[config.mk]
export PLATFORM = sky130hd
export DESIGN_NAME = ahb_apb4_bridge
export DESIGN_NICKNAME = d
export VERILOG_FILES = /design/src/rtl/ahb_apb4_bridge.sv
export SDC_FILE = /design/constraint.sdc
export NUM_CORES = 1
export LEC_CHECK = 0
export ABC_AREA = 1
export CAP_MARGIN = 20
export CORE_AREA = 2 2 179 181
export CTS_CLUSTER_DIAMETER = 150
export DETAILED_ROUTE_END_ITERATION = 16
export DIE_AREA = 0 0 181 183
export GPL_TIMING_DRIVEN = 0
export PLACE_DENSITY = 0.5
export REMOVE_ABC_BUFFERS = 1
export SYNTH_ARGS = -nofsm -noshare
export SYNTH_HDL_FRONTEND = slang
export SYNTH_SLANG_ARGS = --single-unit
[constraint.sdc]
create_clock -name HCLK -period 3.3 [get_ports HCLK]
set_input_delay 0.99 -clock HCLK [delete_from_list [all_inputs] [get_ports HCLK]]
set_output_delay 0.99 -clock HCLK [all_outputs]
set_load 0.1 [all_outputs]
[src/rtl/ahb_apb4_bridge.sv]
// AHB-Lite slave to APB4 master bridge decoding N slaves by base/size window.
// Bad address/size, PSLVERR and APB timeout all return a two-cycle AHB ERROR.
module ahb_apb4_bridge #(
  parameter int unsigned           NO_OF_SLAVES    = 8,
  parameter int unsigned           ADDR_WIDTH      = 32,
  parameter int unsigned           DATA_WIDTH      = 32,
  parameter logic [ADDR_WIDTH-1:0] SLAVE_BASE      = '0,
  parameter int unsigned           SLAVE_SIZE_LOG2 = 8,
  parameter int unsigned           TIMEOUT_CYCLES  = 16
) (
  input  logic                               HCLK,
  input  logic                               HRESETn,
  input  logic                               HSEL,
  input  logic [ADDR_WIDTH-1:0]              HADDR,
  input  logic [1:0]                         HTRANS,
  input  logic                               HWRITE,
  input  logic [2:0]                         HSIZE,
  input  logic [DATA_WIDTH-1:0]              HWDATA,
  input  logic                               HREADYIN,
  output logic [DATA_WIDTH-1:0]              HRDATA,
  output logic                               HREADYOUT,
  output logic                               HRESP,
  output logic [NO_OF_SLAVES-1:0]            PSELx,
  output logic                               PENABLE,
  output logic [ADDR_WIDTH-1:0]              PADDR,
  output logic                               PWRITE,
  output logic [DATA_WIDTH-1:0]              PWDATA,
  output logic [DATA_WIDTH/8-1:0]            PSTRB,
  input  logic [NO_OF_SLAVES*DATA_WIDTH-1:0] PRDATA,
  input  logic [NO_OF_SLAVES-1:0]            PREADY,
  input  logic [NO_OF_SLAVES-1:0]            PSLVERR
);

  localparam int unsigned StrbW = DATA_WIDTH / 8;
  localparam int unsigned LaneW = $clog2(StrbW);
  localparam int unsigned IdxW  = (NO_OF_SLAVES > 1) ? $clog2(NO_OF_SLAVES) : 1;
  localparam int unsigned TmrW  = (TIMEOUT_CYCLES > 1) ? $clog2(TIMEOUT_CYCLES + 1) : 1;

  localparam logic [2:0] StIdle   = 3'd0;
  localparam logic [2:0] StWlatch = 3'd1;
  localparam logic [2:0] StSetup  = 3'd2;
  localparam logic [2:0] StAccess = 3'd3;
  localparam logic [2:0] StResp   = 3'd4;
  localparam logic [2:0] StErr1   = 3'd5;
  localparam logic [2:0] StErr2   = 3'd6;

  logic [2:0]            state_q, state_d;
  logic [ADDR_WIDTH-1:0] addr_q;
  logic                  write_q;
  logic [StrbW-1:0]      strb_q;
  logic [IdxW-1:0]       idx_q;
  logic [DATA_WIDTH-1:0] pwdata_q, hrdata_q;
  logic [TmrW-1:0]       timer_q;

  logic [ADDR_WIDTH-1:0] offset, slot;
  logic [2:0]            align_mask;
  logic [StrbW-1:0]      strb;
  logic                  unmapped, illegal, accept;
  logic                  sel_ready, sel_err, timeout;
  logic [DATA_WIDTH-1:0] sel_rdata;
  int                    lane, nbytes;

  logic unused_htrans;
  assign unused_htrans = HTRANS[0];

  always_comb begin
    offset     = HADDR - SLAVE_BASE;
    slot       = offset >> SLAVE_SIZE_LOG2;
    unmapped   = (HADDR < SLAVE_BASE) || (slot >= ADDR_WIDTH'(NO_OF_SLAVES));
    align_mask = (3'b001 << HSIZE) - 3'b001;
    illegal    = (int'(HSIZE) > int'(LaneW)) || ((HADDR[2:0] & align_mask) != 3'b000);
    lane       = int'(HADDR[LaneW-1:0]);
    nbytes     = 1 << HSIZE;
    strb       = '0;
    for (int b = 0; b < int'(StrbW); b++) begin
      strb[b] = HWRITE && (b >= lane) && (b < lane + nbytes);
    end
  end

  assign HREADYOUT = (state_q == StIdle) || (state_q == StResp) || (state_q == StErr2);
  assign HRESP     = (state_q == StErr1) || (state_q == StErr2);
  assign accept    = HSEL && HREADYIN && HTRANS[1] && HREADYOUT;

  assign sel_ready = PREADY[idx_q];
  assign sel_err   = PSLVERR[idx_q];
  assign sel_rdata = PRDATA[idx_q*DATA_WIDTH +: DATA_WIDTH];
  assign timeout   = (TIMEOUT_CYCLES != 0) && (timer_q == TmrW'(TIMEOUT_CYCLES - 1));

  always_comb begin
    state_d = state_q;
    case (state_q)
      StIdle, StResp, StErr2: begin
        if (!accept)                  state_d = StIdle;
        else if (unmapped || illegal) state_d = StErr1;
        else if (HWRITE)              state_d = StWlatch;
        else                          state_d = StSetup;
      end
      StWlatch: state_d = StSetup;
      StSetup:  state_d = StAccess;
      StAccess: begin
        // A completing PREADY wins over a timeout landing in the same cycle
        if (sel_ready)    state_d = sel_err ? StErr1 : StResp;
        else if (timeout) state_d = StErr1;
      end
      StErr1:   state_d = StErr2;
      default:  state_d = StIdle;
    endcase
  end

  always_ff @(posedge HCLK or negedge HRESETn) begin
    if (!HRESETn) begin
      state_q  <= StIdle;
      addr_q   <= '0;
      write_q  <= 1'b0;
      strb_q   <= '0;
      idx_q    <= '0;
      pwdata_q <= '0;
      hrdata_q <= '0;
      timer_q  <= '0;
    end else begin
      state_q <= state_d;
      if (accept) begin
        addr_q  <= HADDR;
        write_q <= HWRITE;
        strb_q  <= strb;
        idx_q   <= slot[IdxW-1:0];
      end
      if (state_q == StWlatch) pwdata_q <= HWDATA;
      if (state_d == StSetup) begin
        timer_q <= '0;
      end else if ((state_q == StAccess) && (timer_q != '1)) begin
        timer_q <= timer_q + TmrW'(1);
      end
      if ((state_q == StAccess) && sel_ready && !sel_err && !write_q) hrdata_q <= sel_rdata;
    end
  end

  always_comb begin
    PSELx = '0;
    if ((state_q == StSetup) || (state_q == StAccess)) PSELx[idx_q] = 1'b1;
  end

  assign PENABLE = (state_q == StAccess);
  assign PADDR   = addr_q;
  assign PWRITE  = write_q;
  assign PSTRB   = strb_q;
  assign PWDATA  = pwdata_q;
  assign HRDATA  = hrdata_q;

endmodule

==> results of run 1 <==
## where the power goes
group / internal [µW] / switching [µW]
sequential: 2000 / 419
combinational: 2720 / 7550
clock: 551 / 592
## final cells by class
cell class | count | area share [%]
clock buffers | 10 | 1.975
clock inverters | 6 | 0.4654
inverters | 73 | 2.586
multi-input cells | 708 | 28.46
flip-flops and latches | 109 | 22.58
well taps | 402 | 4.158
repair buffers | 469 | 39.78
## cells by family (layout without fill, tap and decap cells)
logic type	Yosys count	in the layout	share of synthesized area, %
buffers and inverters	131	558	7.574
DFF	109	109	40.97
muxes	32	32	5.413
and+or+nand+nor	451	451	26.07
AOI/OAI and AO/OA	215	215	18.15
xor gates and xnor gates	3	3	0.3947
adders and majority gates	7	7	1.428
## placed cells by master, fill, tap and decap left out, drive strengths merged
| cell | n |
|---|---|
| clkdlybuf4s50 | 443 |
| nor2 | 269 |
| o21ai | 178 |
| nand2 | 162 |
| dfrtp | 109 |
| inv | 73 |
| mux2 | 32 |
| o2111ai | 32 |
| buf | 21 |
| nand3 | 14 |
| clkbuf | 11 |
| ha | 6 |
| o211ai | 3 |
| clkinv | 3 |
| or2 | 2 |
| and3 | 2 |
| bufinv | 2 |
| xor2 | 2 |
| dlymetal6s2s | 2 |
| clkdlybuf4s15 | 2 |
| clkinvlp | 1 |
| o22ai | 1 |
| a22o | 1 |
| nor3 | 1 |
| nand4 | 1 |
| xnor2 | 1 |
| fa | 1 |
## worst max-delay path, delay by kind of cell, from the launching register on
kind,cells,cell delay (ns)
buffers and inverters,3,0.80
flip-flops,1,0.61
AND/OR/NAND/NOR,2,0.27
## metrics by stage
step	instance area [µm²]	utilization (%)	setup WS, ns	total power, µW
finish	12100	38.74	0.1646	13830
global route	12100	38.74	0.02823	14620
CTS	12050	38.60	0.008357	13950
detailed placement	11740	37.58	-0.6094	12670
global placement	11490	36.81	-6.397	12540
floorplan	6427	-	-2.978	9559
## state kept, by name, indices dropped and copies added, names as in the netlist
signal and count:
PWRITE 1, PADDR 32, HRDATA 32, timer_q 5
PWDATA 32, PSTRB 4, state_q 3
## synth_stat cells (all sizes together)
| cell type | instances | area, µm² |
|---|---|---|
| clkinv | 3 | 11.26 |
| nand4 | 1 | 6.260 |
| nor3 | 1 | 16.27 |
| o21ai | 178 | 890.9 |
| nor2 | 269 | 1010 |
| and3 | 2 | 12.51 |
| fa | 1 | 20.02 |
| o2111ai | 32 | 280.3 |
| inv | 70 | 262.8 |
| nand3 | 14 | 70.07 |
| xor2 | 2 | 17.52 |
| dfrtp | 109 | 2728 |
| o211ai | 3 | 22.52 |
| buf | 14 | 61.31 |
| o22ai | 1 | 6.260 |
| nand2 | 162 | 608.1 |
| ha | 6 | 75.07 |
| or2 | 2 | 12.51 |
| mux2 | 32 | 360.4 |
| a22o | 1 | 8.760 |
| clkbuf | 44 | 168.9 |
| xnor2 | 1 | 8.760 |
## metal layers
metal	share of wire, %	GRT usage [%]	wire length [µm]
met2	49	32.91	15600
met4	2.1	5.203	678
met3	8.4	5.937	2659
met1	40	21.23	12790
met5	0	0	0
## timing repair
item	CTS	global route
hold buffers	0	0
setup endpoints to repair	10	18
pin swaps	0	1
resized for setup	49	8
buffers inserted	1	3
## worst min path at each step
stage / start / to / slack, ns / cells after the start
after global routing: PADDR[16] / PADDR[16] / 0.51 / 2
after detailed placement: PADDR[7] / PADDR[7] / 0.46 / 2
after global placement: PADDR[24] / PADDR[24] / 0.45 / 2
after CTS: PADDR[7] / PADDR[7] / 0.48 / 2
after floorplan: timer_q[3] / timer_q[3] / 0.51 / 2
final: PADDR[30] / PADDR[30] / 0.48 / 2
==> qor.csv, run 1 <==
stage;metric;value;unit
synth;sequential-to-total area share from yosys stat;40.97;%
place;routability congestion estimate;0.8433;
die;# rows;65;
cells_and_area;area of the multi-input gates;3443;µm²
clock_tree;clk sinks;109;
timing;Final Skew;0.01079;ns
clock_tree;worst-case clock buffer depth;2;
worst_setup_path;Slowest Stage Delay on Critical Path;0.61;ns
timing;worst hold slack;0.4785;ns
routing;routed len/inst;17.86;µm
cells_and_area;final net count;1723;
routing;post-route ant nets;0;
place;IO buf count;456;
global_routing;Total GRT Usage;18.46;%
flow_run;Max-Cap Viols;0;
die;num ports;458;
worst_setup_path;Crit-path slowest cell;dfrtp_4;
place;Cells after DPL;1757;
synth;Cells after Synth;948;
timing;Final min period;3.135;ns
worst_hold_path;min-delay worst type;flop to flop;
worst_setup_path;CP startpoint kind;flop;
routing;Iter 0 DRT Violations;333;
synth;post-synthesis register bit count;109;
worst_setup_path;Critical Path End Type;output port;
worst_setup_path;R2R cell count;13;
clock_tree;clock latency on the worst-skew pair;0.36;ns
die;total die area;33120;µm²
clock_tree;clk slew on worst S/H paths;0.09;ns
clock_tree;CTS buffer count;9;
cells_and_area;ANT cells;0;
worst_setup_path;critical path type;flop to output port;
routing;drt pass-1 iters;4;
global_routing;first-pass GRT wire length;47290;µm
timing;headroom to the max-slew limit;28.91;%
timing;Setup TNS;0;ns
worst_setup_path;Worst setup startpoint;PADDR[8];
worst_setup_path;worst path arrival time;2.15;ns
routing;via-per-instance ratio;4.422;
worst_setup_path;critical path, cell by cell;buf_16, inv_8, nand2_1, nor2_1, buf_4;
routing;Remaining DRCs;0;
pwr;Leakage;0.005165;µW
cells_and_area;Non-Filler Instances;1777;
global_routing;GR Overflow Total;0;
global_routing;vias in the first global route;8058;
worst_setup_path;crit path to;PSELx[6];
die;Die H;183;µm
timing;fin crit share;95.01;%
cells_and_area;fillers;3273;
synth;post-synth cell types;26;
timing;count of final setup violators;0;
worst_setup_path;crit path max fanout;91;
outcome;status;completed;
cells_and_area;P&R area growth vs syn;81.71;%
synth;Synth Cell Area;6658;µm²
worst_setup_path;R2R setup slack;0.37;ns
routing;drt total wl;31730;µm
clock_tree;CTS tree;yes;
place;hpwl dp;23660;µm
timing;final number of hold-violating endpoints;0;
timing;final slew viol count;0;
worst_setup_path;Crit Reg-Reg Startpoint;PADDR[8];
global_routing;antenna violations before repair;0;
pwr;VDD IR max;0.0009626;V
cells_and_area;layout cells sized above 1;6.109;%
timing;unrepaired setup endpoints after global routing;false;
die;Die Width;181;µm
pwr;pwr/cell area;1143;nW/µm²
die;starting density of the core;21.32;%
synth;Syn. warnings;0;
global_routing;pin count of the biggest net entering global routing;104;
clock_tree;Root Buffer;clkbuf_16;
cells_and_area;Sequential Area;2731;µm²
routing;via count;7858;
clock_tree;H-tree depth;3;
timing;Fmax;318.9;MHz
die;core area;31230;µm²
synth;Mapped Avg Cell Area;7.023;µm²
timing;Worst-Margin Slew;1.063;ns
worst_setup_path;Critical Path RT;2.31;ns
worst_setup_path;R2R Path End;HRDATA[19];
Note: power is estimated with default switching activity, not from simulation.
==> inputs of run 2 (changes only) <==
- SKIP_CTS_REPAIR_TIMING: not set -> 1
==> run 2 against run 1 <==
Hold slack improved by 0.00067 ns; fmax decreased by 1.4%; first-iteration DRC count decreased by 8.7%; power decreased by 0.18%; highest routed layer unchanged.
==> qor.csv, run 2 (same netlist as run 1, synthesis figures left out) <==
stage;metric;value;unit;change
outcome;status;completed;;
clock_tree;clk slew on worst S/H paths;0.09;ns;about the same
worst_setup_path;Critical Path RT;2.31;ns;about the same
timing;final number of hold-violating endpoints;0;;unchanged
timing;Final Skew;0.01158;ns;+0.0007831 ns
clock_tree;worst-case clock buffer depth;2;;unchanged
global_routing;GR Overflow Total;0;;unchanged
cells_and_area;Final Cell Area;12070;µm²;-0.23%
place;routability congestion estimate;0.8433;;unchanged
global_routing;vias in the first global route;8013;;-0.56%
routing;Remaining DRCs;0;;unchanged
worst_setup_path;crit path max fanout;91;;unchanged
routing;via count;7901;;+0.55%
pwr;Power, Total;13800;µW;-0.18%
place;placed cell area;11740;µm²;unchanged
clock_tree;clock latency on the worst-skew pair;0.36;ns;about the same
timing;headroom to the max-slew limit;29.02;%;+0.12 points
worst_setup_path;critical path type;flop to output port;;
timing;Final min period;3.180;ns;+0.04411 ns
flow_run;Max-Cap Viols;0;;unchanged
die;num ports;458;;unchanged
die;# rows;65;;unchanged
global_routing;pin count of the biggest net entering global routing;104;;unchanged
timing;count of final setup violators;0;;unchanged
worst_setup_path;worst path arrival time;2.19;ns;+0.04 ns
cells_and_area;most common cell after layout, fill and taps aside;clkdlybuf4s50_1;;
global_routing;antenna violations before repair;0;;unchanged
routing;Iter 0 DRT Violations;304;;-8.7%
pwr;Leakage;0.005167;µW;about the same
timing;Worst-Margin Slew;1.061;ns;-0.001754 ns
place;Cells after DPL;1757;;unchanged
die;Die Width;181;µm;unchanged
clock_tree;H-tree depth;3;;unchanged
timing;unrepaired setup endpoints after global routing;false;;
clock_tree;CTS tree;yes;;
worst_hold_path;min-delay worst type;flop to flop;;
cells_and_area;commonest cells after routing, fill and taps aside;443 x clkdlybuf4s50_1, 267 x nor2_1, 173 x o21ai_0, 161 x nand2_1, 108 x dfrtp_1;;
place;hpwl dp;23660;µm;unchanged
pwr;VDD IR max;0.0009624;V;about the same
clock_tree;clk sinks;109;;unchanged
die;Die H;183;µm;unchanged
global_routing;Total GRT Usage;18.29;%;-0.17 points
routing;post-route ant nets;0;;unchanged
global_routing;first-pass GRT wire length;46950;µm;-0.71%
die;total die area;33120;µm²;unchanged
routing;drt pass-1 iters;4;;unchanged
timing;final worst slack;0.1205;ns;-0.04411 ns
cells_and_area;final net count;1723;;unchanged
worst_setup_path;CP startpoint kind;flop;;
cells_and_area;ANT cells;0;;unchanged
routing;via-per-instance ratio;4.446;;+0.55%
routing;routed len/inst;17.86;µm;about the same
timing;final slew viol count;0;;unchanged
cells_and_area;Final Util;38.65;%;-0.088 points
worst_setup_path;Critical Path End Type;output port;;
timing;Fmax;314.5;MHz;-1.4%
die;starting density of the core;21.32;%;unchanged
pwr;pwr/cell area;1143;nW/µm²;about the same
place;DP Worst Slack;-0.6094;ns;unchanged
place;IO buf count;456;;unchanged
cells_and_area;layout cells sized above 1;5.964;%;-0.15 points
die;core area;31230;µm²;unchanged
cells_and_area;P&R area growth vs syn;81.30;%;
routing;drt total wl;31740;µm;about the same
timing;fin crit share;96.35;%;+1.3 points
clock_tree;CTS buffer count;9;;unchanged
clock_tree;Root Buffer;clkbuf_16;;
cells_and_area;Non-Filler Instances;1777;;unchanged
[run 2: path summary, 6_finish.rpt]
kind | startpoint | to | slack (ns) | cells past startpoint
worst max-delay path | PADDR[8] | PSELx[6] | 0.12 | 5
worst min-delay path | PADDR[7] | PADDR[7] | 0.48 | 2
worst max register to register | PADDR[8] | HRDATA[19] | 0.35 | 13
min in group asynchronous | HRESETn | PADDR[15] | 0.55 | 1
max in group asynchronous | HRESETn | HRDATA[17] | 2.05 | 2
worst min register to register | PADDR[7] | PADDR[7] | 0.48 | 2
[run 2: critical path, cell delays in order, from the launching register on]
cell and delay, ns:
dfrtp_4 0.61, buf_16 0.25, inv_8 0.26, nand2_1 0.15, nor2_1 0.11, clkbuf_4 0.34
[run 2: cell type report]
type                    instances  area (µm²)
fillers                      3275       19160
repair buffers                469        4807
multi-input cells             708        3443
flip-flops and latches        109        2731
well taps                     402       503.0
inverters                      73       290.3
clock buffers                  10       239.0
clock inverters                 6       56.30
[run 2: stage by stage]
stage / TNS, ns / hold WS [ns]
3_5_place_dp: -4.490 / 0.4591
5_1_grt: 0 / 0.5092
6_report: 0 / 0.4792
2_1_floorplan: -140.51 / 0.5122
4_1_cts: -7.934 / 0.4810
3_3_place_gp: -762.36 / 0.4529
[run 2: per-layer routing]
layer | vias to the layer above | GRT usage, % | routed length (µm)
li1 | 3921 | - | -
met1 | 3649 | 21.15 | 12830
met2 | 300 | 32.40 | 15560
met3 | 31 | 5.937 | 2701
met4 | 0 | 5.203 | 648
met5 | - | 0 | 0
[run 2: power breakdown]
| group | total, µW | internal [µW] | leakage [µW] | switching [µW] |
|---|---|---|---|---|
| clock network | 1150 | 552 | 0.000147 | 601 |
| logic | 10200 | 2670 | 0.00370 | 7560 |
| registers | 2420 | 2000 | 0.00133 | 418 |
